## config.mk

```make
export PLATFORM = sky130hd
export DESIGN_NAME = servant_wb_mux_n
export DESIGN_NICKNAME = d
export VERILOG_FILES = /design/src/rtl/servant_wb_pkg.sv /design/src/rtl/servant_wb_timeout.sv /design/src/rtl/servant_wb_mux_n.sv
export SDC_FILE = /design/constraint.sdc
export NUM_CORES = 1
export LEC_CHECK = 0
export CORE_AREA = 2 2 185 187
export CTS_CLUSTER_SIZE = 40
export DETAILED_ROUTE_END_ITERATION = 10
export DIE_AREA = 0 0 187 189
export SYNTH_ARGS = -nofsm -noshare
export SYNTH_HDL_FRONTEND = slang
export SYNTH_SLANG_ARGS = --single-unit
```

## constraint.sdc

```tcl
create_clock -name i_wb_clk -period 2.2 [get_ports i_wb_clk]
set_input_delay 0.44 -clock i_wb_clk [delete_from_list [all_inputs] [get_ports i_wb_clk]]
set_output_delay 0.44 -clock i_wb_clk [all_outputs]
set_load 0.02 [all_outputs]
```

## src/rtl/servant_wb_pkg.sv

```systemverilog
`default_nettype none
// ============================================================================
// Module  : servant_wb_pkg
// Purpose : Shared definitions for the parametrised servant data-bus mux:
//           FSM state encoding, default error read-data word and the
//           slave-select field width helper.
// Revision: 1.0 - initial release
// ============================================================================
package servant_wb_pkg;

  typedef enum logic [1:0] {
    ST_IDLE = 2'd0,
    ST_BUSY = 2'd1,
    ST_RESP = 2'd2
  } state_t;

  localparam logic [31:0] DEFAULT_ERR_RDT = 32'hDEAD_BEEF;

  // Width of the slave-select field; never less than one bit.
  function automatic int sel_w(input int n);
    return (n <= 2) ? 1 : $clog2(n);
  endfunction

endpackage
`default_nettype wire

```

## src/rtl/servant_wb_timeout.sv

```systemverilog
`default_nettype none
// ============================================================================
// Module  : servant_wb_timeout
// Purpose : Bus watchdog counter. Cleared at the start of a slave access,
//           incremented while enabled, flags the last permitted cycle.
// Ports   : clk    - bus clock
//           rst_n  - asynchronous active-low reset
//           clr    - synchronous clear (priority over en)
//           en     - count enable
//           expire - high while count == TIMEOUT-1
// Revision: 1.0 - initial release
// ============================================================================
module servant_wb_timeout #(
  parameter int TIMEOUT = 255
) (
  input  logic clk,
  input  logic rst_n,
  input  logic clr,
  input  logic en,
  output logic expire
);

  localparam int CNT_W = $clog2(TIMEOUT + 1);

  logic [CNT_W-1:0] count;

  always_ff @(posedge clk or negedge rst_n) begin
    if (!rst_n) begin
      count <= '0;
    end else if (clr) begin
      count <= '0;
    end else if (en) begin
      count <= count + 1'b1;
    end
  end

  // Left ungated by en so the consumer's enable logic never loops back here.
  assign expire = (count == CNT_W'(TIMEOUT - 1));

endmodule
`default_nettype wire

```

## src/rtl/servant_wb_mux_n.sv

```systemverilog
`default_nettype none
// ============================================================================
// Module  : servant_wb_mux_n
// Purpose : Routes SERV dbus Wishbone accesses to NUM_SLAVES peripherals
//           selected by adr[SEL_LSB +: SEL_W]. Slaves either return a native
//           ack or are given a fixed one-cycle access (ACK_MASK bit = 0).
//           Unmapped accesses and native slaves that exceed TIMEOUT busy
//           cycles receive an error response (ERR_RDT) and set a sticky
//           error flag with first-error address capture.
// Ports   : i_wb_clk, i_rst_n          - clock, async active-low reset
//           i_wb_cpu_*                 - CPU-side Wishbone request
//           o_wb_cpu_rdt/ack           - registered CPU response
//           o_wb_s_adr/dat/sel/we      - shared slave request (pass-through)
//           o_wb_s_cyc                 - one-hot registered slave strobes
//           i_wb_s_rdt/ack             - packed slave responses
//           i_err_clr, o_err, o_err_adr - sticky error diagnostics
// Revision: 1.0 - initial release
// ============================================================================
module servant_wb_mux_n
  import servant_wb_pkg::*;
#(
  parameter int                    NUM_SLAVES = 8,
  parameter int                    SEL_LSB    = 28,
  parameter logic [NUM_SLAVES-1:0] ACK_MASK   = {NUM_SLAVES{1'b1}},
  parameter int                    TIMEOUT    = 255,
  parameter logic [31:0]           ERR_RDT    = DEFAULT_ERR_RDT
) (
  input  logic                     i_wb_clk,
  input  logic                     i_rst_n,
  input  logic [31:0]              i_wb_cpu_adr,
  input  logic [31:0]              i_wb_cpu_dat,
  input  logic [3:0]               i_wb_cpu_sel,
  input  logic                     i_wb_cpu_we,
  input  logic                     i_wb_cpu_cyc,
  output logic [31:0]              o_wb_cpu_rdt,
  output logic                     o_wb_cpu_ack,
  output logic [31:0]              o_wb_s_adr,
  output logic [31:0]              o_wb_s_dat,
  output logic [3:0]               o_wb_s_sel,
  output logic                     o_wb_s_we,
  output logic [NUM_SLAVES-1:0]    o_wb_s_cyc,
  input  logic [NUM_SLAVES*32-1:0] i_wb_s_rdt,
  input  logic [NUM_SLAVES-1:0]    i_wb_s_ack,
  input  logic                     i_err_clr,
  output logic                     o_err,
  output logic [31:0]              o_err_adr
);

  localparam int SEL_W = sel_w(NUM_SLAVES);
  localparam int MAP_N = 1 << SEL_W;

  state_t                  state, state_nxt;
  logic [SEL_W-1:0]        idx, idx_nxt;
  logic [SEL_W-1:0]        adr_idx;
  logic [MAP_N-1:0]        mapped;
  logic [31:0]             sel_rdt;
  logic                    sel_ack;
  logic                    sel_native;
  logic [31:0]             rdt_nxt;
  logic [NUM_SLAVES-1:0]   cyc_nxt;
  logic                    err_evt;
  logic                    tmo_clr;
  logic                    tmo_en;
  logic                    tmo_expire;

  // Shared request buses are pure pass-through.
  assign o_wb_s_adr = i_wb_cpu_adr;
  assign o_wb_s_dat = i_wb_cpu_dat;
  assign o_wb_s_sel = i_wb_cpu_sel;
  assign o_wb_s_we  = i_wb_cpu_we;

  assign adr_idx = i_wb_cpu_adr[SEL_LSB +: SEL_W];

  // Select codes beyond NUM_SLAVES are unmapped (only possible for
  // non-power-of-two slave counts).
  always_comb begin
    mapped = '0;
    for (int i = 0; i < MAP_N; i++) begin
      mapped[i] = (i < NUM_SLAVES);
    end
  end

  // Response mux driven by the latched index.
  always_comb begin
    sel_rdt    = '0;
    sel_ack    = 1'b0;
    sel_native = 1'b0;
    for (int i = 0; i < NUM_SLAVES; i++) begin
      if (idx == SEL_W'(i)) begin
        sel_rdt    = i_wb_s_rdt[32*i +: 32];
        sel_ack    = i_wb_s_ack[i];
        sel_native = ACK_MASK[i];
      end
    end
  end

  servant_wb_timeout #(
    .TIMEOUT (TIMEOUT)
  ) u_timeout (
    .clk    (i_wb_clk),
    .rst_n  (i_rst_n),
    .clr    (tmo_clr),
    .en     (tmo_en),
    .expire (tmo_expire)
  );

  always_comb begin
    state_nxt = state;
    idx_nxt   = idx;
    rdt_nxt   = o_wb_cpu_rdt;
    err_evt   = 1'b0;
    tmo_clr   = 1'b0;
    tmo_en    = 1'b0;
    case (state)
      ST_IDLE: begin
        if (i_wb_cpu_cyc) begin
          idx_nxt = adr_idx;
          if (mapped[adr_idx]) begin
            state_nxt = ST_BUSY;
            tmo_clr   = 1'b1;
          end else begin
            state_nxt = ST_RESP;
            rdt_nxt   = ERR_RDT;
            err_evt   = 1'b1;
          end
        end
      end
      ST_BUSY: begin
        if (!sel_native) begin
          state_nxt = ST_RESP;
          rdt_nxt   = sel_rdt;
        end else begin
          tmo_en = 1'b1;
          // A native ack on the expiry cycle takes precedence.
          if (sel_ack) begin
            state_nxt = ST_RESP;
            rdt_nxt   = sel_rdt;
          end else if (tmo_expire) begin
            state_nxt = ST_RESP;
            rdt_nxt   = ERR_RDT;
            err_evt   = 1'b1;
          end
        end
      end
      ST_RESP: begin
        state_nxt = ST_IDLE;
      end
      default: begin
        state_nxt = ST_IDLE;
      end
    endcase
  end

  // Strobes are computed from next state so they are registered outputs.
  always_comb begin
    cyc_nxt = '0;
    for (int i = 0; i < NUM_SLAVES; i++) begin
      cyc_nxt[i] = (state_nxt == ST_BUSY) && (idx_nxt == SEL_W'(i));
    end
  end

  always_ff @(posedge i_wb_clk or negedge i_rst_n) begin
    if (!i_rst_n) begin
      state        <= ST_IDLE;
      idx          <= '0;
      o_wb_cpu_rdt <= '0;
      o_wb_cpu_ack <= 1'b0;
      o_wb_s_cyc   <= '0;
    end else begin
      state        <= state_nxt;
      idx          <= idx_nxt;
      o_wb_cpu_rdt <= rdt_nxt;
      o_wb_cpu_ack <= (state_nxt == ST_RESP);
      o_wb_s_cyc   <= cyc_nxt;
    end
  end

  // Sticky error: set beats clear; the address of the first error after a
  // clear is kept, and a clear coinciding with a new error re-arms capture.
  always_ff @(posedge i_wb_clk or negedge i_rst_n) begin
    if (!i_rst_n) begin
      o_err     <= 1'b0;
      o_err_adr <= '0;
    end else if (err_evt) begin
      o_err <= 1'b1;
      if (!o_err || i_err_clr) begin
        o_err_adr <= i_wb_cpu_adr;
      end
    end else if (i_err_clr) begin
      o_err <= 1'b0;
    end
  end

endmodule
`default_nettype wire

```

# After elaboration in Yosys (flattened, before gate mapping)
# Memory sizes are Yosys's and may differ from the RTL's.
# Index checks and enable logic that the tools add are counted.
dict set report classes {
  n_addsub 1
  magnitude_cmp 1
  eq_ne 21
  muxes 54
  n_reduce_logical 18
}
# operator n
set op_table {}
lappend op_table {{2-to-1 mux 32 bit} 13}
lappend op_table {{case mux 32 bit (2 select lines)} 1}
lappend op_table {{2-to-1 mux 1 bit} 29}
lappend op_table {{== test 3 bit (second input constant)} 8}
lappend op_table {{2-to-1 mux 8 bit} 2}
lappend op_table {{== test 3 x 2 -> 1 bit (second input constant)} 4}
lappend op_table {{2-to-1 mux 2 bit} 5}
lappend op_table {{adder 8 x 1 -> 8 bit (second input constant)} 1}
lappend op_table {{== test 8 bit (second input constant)} 1}
lappend op_table {{logical AND 1 bit} 8}
lappend op_table {{== test 3 x 1 -> 1 bit (second input constant)} 2}
lappend op_table {{zero test 3 bit} 2}
lappend op_table {{2-to-1 mux 3 bit} 2}
lappend op_table {{nonzero test 2 bit} 3}
lappend op_table {{== test 2 x 1 -> 1 bit (second input constant)} 2}
lappend op_table {{less-than comparator 3 x 4 -> 1 bit (second input constant)} 1}
lappend op_table {{!= test 2 bit (second input constant)} 2}
lappend op_table {{!= test 4 bit (second input constant)} 1}
lappend op_table {{case mux 2 bit (2 select lines)} 1}
lappend op_table {{AND reduction 4 bit} 1}
lappend op_table {{== test 2 bit (second input constant)} 1}
lappend op_table {{zero test 2 bit} 1}
lappend op_table {{case mux 1 bit (2 select lines)} 1}
lappend op_table {{AND reduction 2 bit} 1}
lappend op_table {{other kinds (2)} 2}
dict set report totals {
  reg_bits 87
  rom_bits 8
  word_cells 104
  mem_count 1
}
# name words width read_ports rd_clocked_by_memory_dff write_ports line_no
set mem_list {}
lappend mem_list {{(name not given)} 8 1 1 0 0 servant_wb_mux_n.sv:118} ;# if (mapped[adr_idx]) begin

# Depth between registers and ports, before layout
# Gate-level depths: netlist of the first run.
dict set report logic_depth {
  depth_word 14
  depth_mapped 8
  ltp_nobuf 6
}

# Hierarchy
# A second synthesis of the first run with hierarchy kept.
dict set report unflattened {
  hier_cells 680
  area_unflattened_um2 6254.7
}
# module instances cells_each area_each_um2 seq_area_each_um2
set by_module_without_submodules {}
lappend by_module_without_submodules {servant_wb_mux_n 1 639 5844.4 1976.9}
lappend by_module_without_submodules {servant_wb_timeout 1 41 410.4 200.2}

# Least setup slack after synthesis of the first run
# Ideal clock, no wire load.
dict set report synth_path {
  kind {reg2reg}
  startpoint {register idx[1]}
  endpoint {register o_err_adr[10]}
  arrival_time_ns 1.719
  required_time_ns 2.075
  slack_ns 0.356
  path_stages_with_launch 8
  path_cell_list {dfrtp_1 buf_2 and2_4 a32o_1 o211ai_4 nand3_4 buf_6 mux2_4}
}
dict set report synth_via {
  elab_chain_len 13
  word_cells_on_any_way 28
  cone_classes {eq/ne: 7; mux: 19; reduce/logical: 2}
}
# element line_no
set synth_lines {}
lappend synth_lines {{start, declared} servant_wb_mux_n.sv:53} ;# logic [SEL_W-1:0] idx, idx_nxt;
lappend synth_lines {{start signal, assigned} servant_wb_mux_n.sv:171} ;# idx <= idx_nxt;
lappend synth_lines {{zero test 3 bit} servant_wb_mux_n.sv:89} ;# if (idx == SEL_W'(i)) begin
lappend synth_lines {{2-to-1 mux 1 bit (8 in series)} servant_wb_mux_n.sv:89}
lappend synth_lines {{2-to-1 mux 1 bit} servant_wb_mux_n.sv:135} ;# if (sel_ack) begin
lappend synth_lines {{2-to-1 mux 1 bit *} servant_wb_mux_n.sv:129} ;# if (!sel_native) begin
lappend synth_lines {{case mux 1 bit (2 select lines) *} servant_wb_mux_n.sv:114} ;# case (state)
lappend synth_lines {{AND reduction 2 bit (no source line) *} -}
lappend synth_lines {{end signal, assigned} servant_wb_mux_n.sv:187} ;# o_err_adr <= i_wb_cpu_adr;
lappend synth_lines {{end, declared} servant_wb_mux_n.sv:46} ;# output logic [31:0] o_err_adr
# Every way passes the cells marked *; elsewhere a longest branch is shown, timed or not.
# A chain may end at the register's enable or synchronous reset.

# Final worst setup path of the first run
dict set report layout_path {
  startpoint {register idx[1]}
  endpoint {register o_err_adr[6]}
}
# Same word-level chain as after synthesis.

==> impl_metrics.env, run 1 <==
export IMPL_synth_top_cell_area_share_pct=35.00
export IMPL_path_class="reg2reg"
export IMPL_synth_distinct_cells=44
export IMPL_setup_tns_ns=0
export IMPL_place_ws_ns=-0.1378
export IMPL_seq_area_frac_synth_pct=35.00
export IMPL_synth_mux_area_share_pct=30.11
export IMPL_synth_area_per_cell_um2=10.65
export IMPL_viasPerCell=4.272
export IMPL_status="finished clean"
export IMPL_root_buffer="clkbuf_16"
export IMPL_yosys_area_top_type="dfrtp_1"
export IMPL_start_kind="register"
export IMPL_finalClockSkew_ns=0.01465
export IMPL_initial_utilization_pct=18.69
export IMPL_num_fill_cells=3434
export IMPL_synth_common_cells="dfrtp_1 (87), buf_4 (72), mux2i_1 (51), o21ai_0 (47), nand2_1 (44)"
export IMPL_synth_xor_area_share_pct=0
export IMPL_routabilityCongestion=0.7946
export IMPL_row_count=67
export IMPL_antenna_cells=0
export IMPL_die_y_um=189
export IMPL_synthSimpleGateAreaFrac_pct=8.689
export IMPL_dr_pass1_iters=4
export IMPL_fp_dieW_um=187
export IMPL_synth_flop_cell="dfrtp_1"
export IMPL_dp_final_hpwl_mm=20.96
export IMPL_timing_final_crit_period_ns=2.124
export IMPL_io_pins=480
export IMPL_cts_buffers=9
export IMPL_grt_pass1_vias=6181
export IMPL_clk_pin_slew_ns=0.08
export IMPL_ir_worst_vdd_mv=0.4458
export IMPL_syn_area_um2=6221
export IMPL_period_share_pct=96.55
export IMPL_dieArea_um2=35340
export IMPL_synth_top_family_by_area="multiplexers"
export IMPL_post_route_util_pct=32.19
export IMPL_rsz0062_at_grt="false"
export IMPL_finalHoldViolations=0
export IMPL_syn_inst=584
export IMPL_endpoint_kind="register"
export IMPL_synth_compound_area_share_pct=13.37
export IMPL_max_clock_freq_ghz=0.4708
export IMPL_cts_tree="done"
export IMPL_drive_above_1_share_pct=14.97
export IMPL_synth_edf_count=0
export IMPL_insertion_delay_ns=0.35
export IMPL_grtUsageTotal_pct=14.32
export IMPL_finish_net_count=1256
export IMPL_synthesis_nets=923
export IMPL_synth_fa_ha_area_share_pct=0.4023
export IMPL_grt_pass1_wl_mm=38.53
export IMPL_overflow=0
export IMPL_wl_mm=25.99
export IMPL_yosysMostFrequentCell="dfrtp_1"
export IMPL_htreeDepth=3
export IMPL_leakage_nw=4.311
export IMPL_grt_max_degree=51
export IMPL_postRouteAntennaNets=0
export IMPL_hold_ws_ns=0.5016
export IMPL_clk_path_buf_depth=2
export IMPL_synth_seq_cells=87
export IMPL_drtIter0Drc=188
export IMPL_portBuffers=405
export IMPL_antenna_found_initial=0
export IMPL_rrSetupSlack_ns=0.08
export IMPL_wl_per_cell_um=18.97
export IMPL_arrival_ns=2.36
export IMPL_p_per_area_nw_per_um2=955.5
export IMPL_vias=5852
export IMPL_synth_area_leaders="dfrtp_1 (35%), mux4_2 (12%), buf_4 (8.7%), mux2i_1 (8.2%), mux2_4 (7.2%)"
export IMPL_maxCapViolCount=0
export IMPL_slew_headroom_pct=69.57
export IMPL_clock_sinks=87
export IMPL_fin_ws_ns=0.07601
export IMPL_critPathMaxFanout=32
export IMPL_drv_slew=0
export IMPL_area_growth_pct=72.20
export IMPL_core_area_um2=33280
export IMPL_worstPathRequired_ns=2.44
export IMPL_drc=0
export IMPL_worst_slew_pin_slew_ns=0.4565
export IMPL_async_flop_share_pct=100.0
export IMPL_finalSetupViolCount=0
export IMPL_worstHoldPathType="reg2reg"
export IMPL_yosys_warnings=0
registers in the layout, summed over array words and instances (netlist names):
signal,flops
idx,3
o_err,1
o_err_adr,32
o_wb_cpu_ack,1
o_wb_cpu_rdt,32
o_wb_s_cyc,8
state,2
u_timeout.count,8
power breakdown:
group	internal, mW	switching [mW]
registers	2.02	0.299
logic	3.12	3.17
clock network	0.833	0.786
total	5.98	4.26
cell type report:
class                      instances  area [um2]  area share [%]
timing repair buffer             436        4365           40.75
multi-input combinational        375        3272           30.54
sequential                        87        2188           20.43
tap                              448       560.5           5.232
clock buffer                      10       239.0           2.231
clock inverter                     6       57.56          0.5373
inverter                           8       30.03          0.2803
through the flow:
stage | cells | total power, mW | instance area, um2
6_report | 1370 | 10.24 | 10710
2_1_floorplan | 584 | 6.225 | 6221
4_1_cts | 1368 | 10.42 | 10700
3_3_place_gp | 1351 | 8.664 | 10390
5_1_grt | 1370 | 11.01 | 10710
3_5_place_dp | 1351 | 8.698 | 10390
cells in the final DEF (no fill, tap or decap), types with 4 or more instances in the layout:
| cell type | n |
|---|---|
| nand3_1 | 6 |
| nand2_1 | 44 |
| mux2_4 | 30 |
| nand2b_1 | 4 |
| inv_1 | 8 |
| mux2i_1 | 51 |
| inv_6 | 4 |
| a2bb2oi_1 | 10 |
| o21ai_0 | 47 |
| a221oi_1 | 5 |
| mux2_2 | 17 |
| buf_4 | 24 |
| o22ai_1 | 11 |
| a22oi_1 | 11 |
| o311a_1 | 5 |
| clkdlybuf4s50_1 | 404 |
| clkbuf_16 | 9 |
| a21oi_1 | 17 |
| buf_12 | 6 |
| dfrtp_1 | 84 |
| nor2_1 | 31 |
| a31oi_1 | 7 |
| mux4_2 | 32 |
| nor3_1 | 15 |
| o2bb2ai_1 | 5 |
| nor2b_1 | 4 |
path summary, 6_finish.rpt:
check / startpoint / to / depth (start not counted)
setup / recovery: idx[1]$_DFF_PN0_ / o_err_adr[6]$_DFFE_PN0P_ / 6
hold / removal: u_timeout.count[7]$_DFFE_PN0P_ / u_timeout.count[7]$_DFFE_PN0P_ / 1
setup reg to reg: idx[1]$_DFF_PN0_ / o_err_adr[6]$_DFFE_PN0P_ / 6
hold reg to reg: u_timeout.count[7]$_DFFE_PN0P_ / u_timeout.count[7]$_DFFE_PN0P_ / 1
max in group asynchronous: i_rst_n / idx[1]$_DFF_PN0_ / 3
min in group asynchronous: i_rst_n / o_err_adr[29]$_DFFE_PN0P_ / 2
routing by layer:
metal / wire [um] / vias to the layer above / track usage [%]
met5: 0 / - / 0
met4: 217 / 0 / 2.442
met3: 1708 / 14 / 3.689
met2: 13150 / 286 / 25.21
met1: 10910 / 2795 / 17.84
li1: - / 2757 / -
critical path, cell delays in order (launching register included):
cell and delay, ns:
dfrtp_4 0.56, and2_4 0.25, a32o_1 0.26, o211ai_4 0.27, nand3_4 0.11, buf_12 0.20
mux2_4 0.33
what timing repair did:
action	in CTS	in global routing
setup endpoints to repair	1	27
buffers inserted	0	2
hold buffers	1	0
resized for setup	1	0
endpoints found under the hold margin	15	0
cloned	0	0
pin swaps	0	1
cell families after synthesis:
kind of cell    Yosys count
mux                     130
compound gates          127
buf+inv                 122
simple gates            116
flops                    87
fa+ha+maj                 2
Power figures use the tool's default switching activity.
==> run 2, diff against run 1 <==
Settings changed: TNS_END_PERCENT from default to 100.
==> results of run 2 <==
No change in the layout: final DEF, timing and power equal those of run 1.
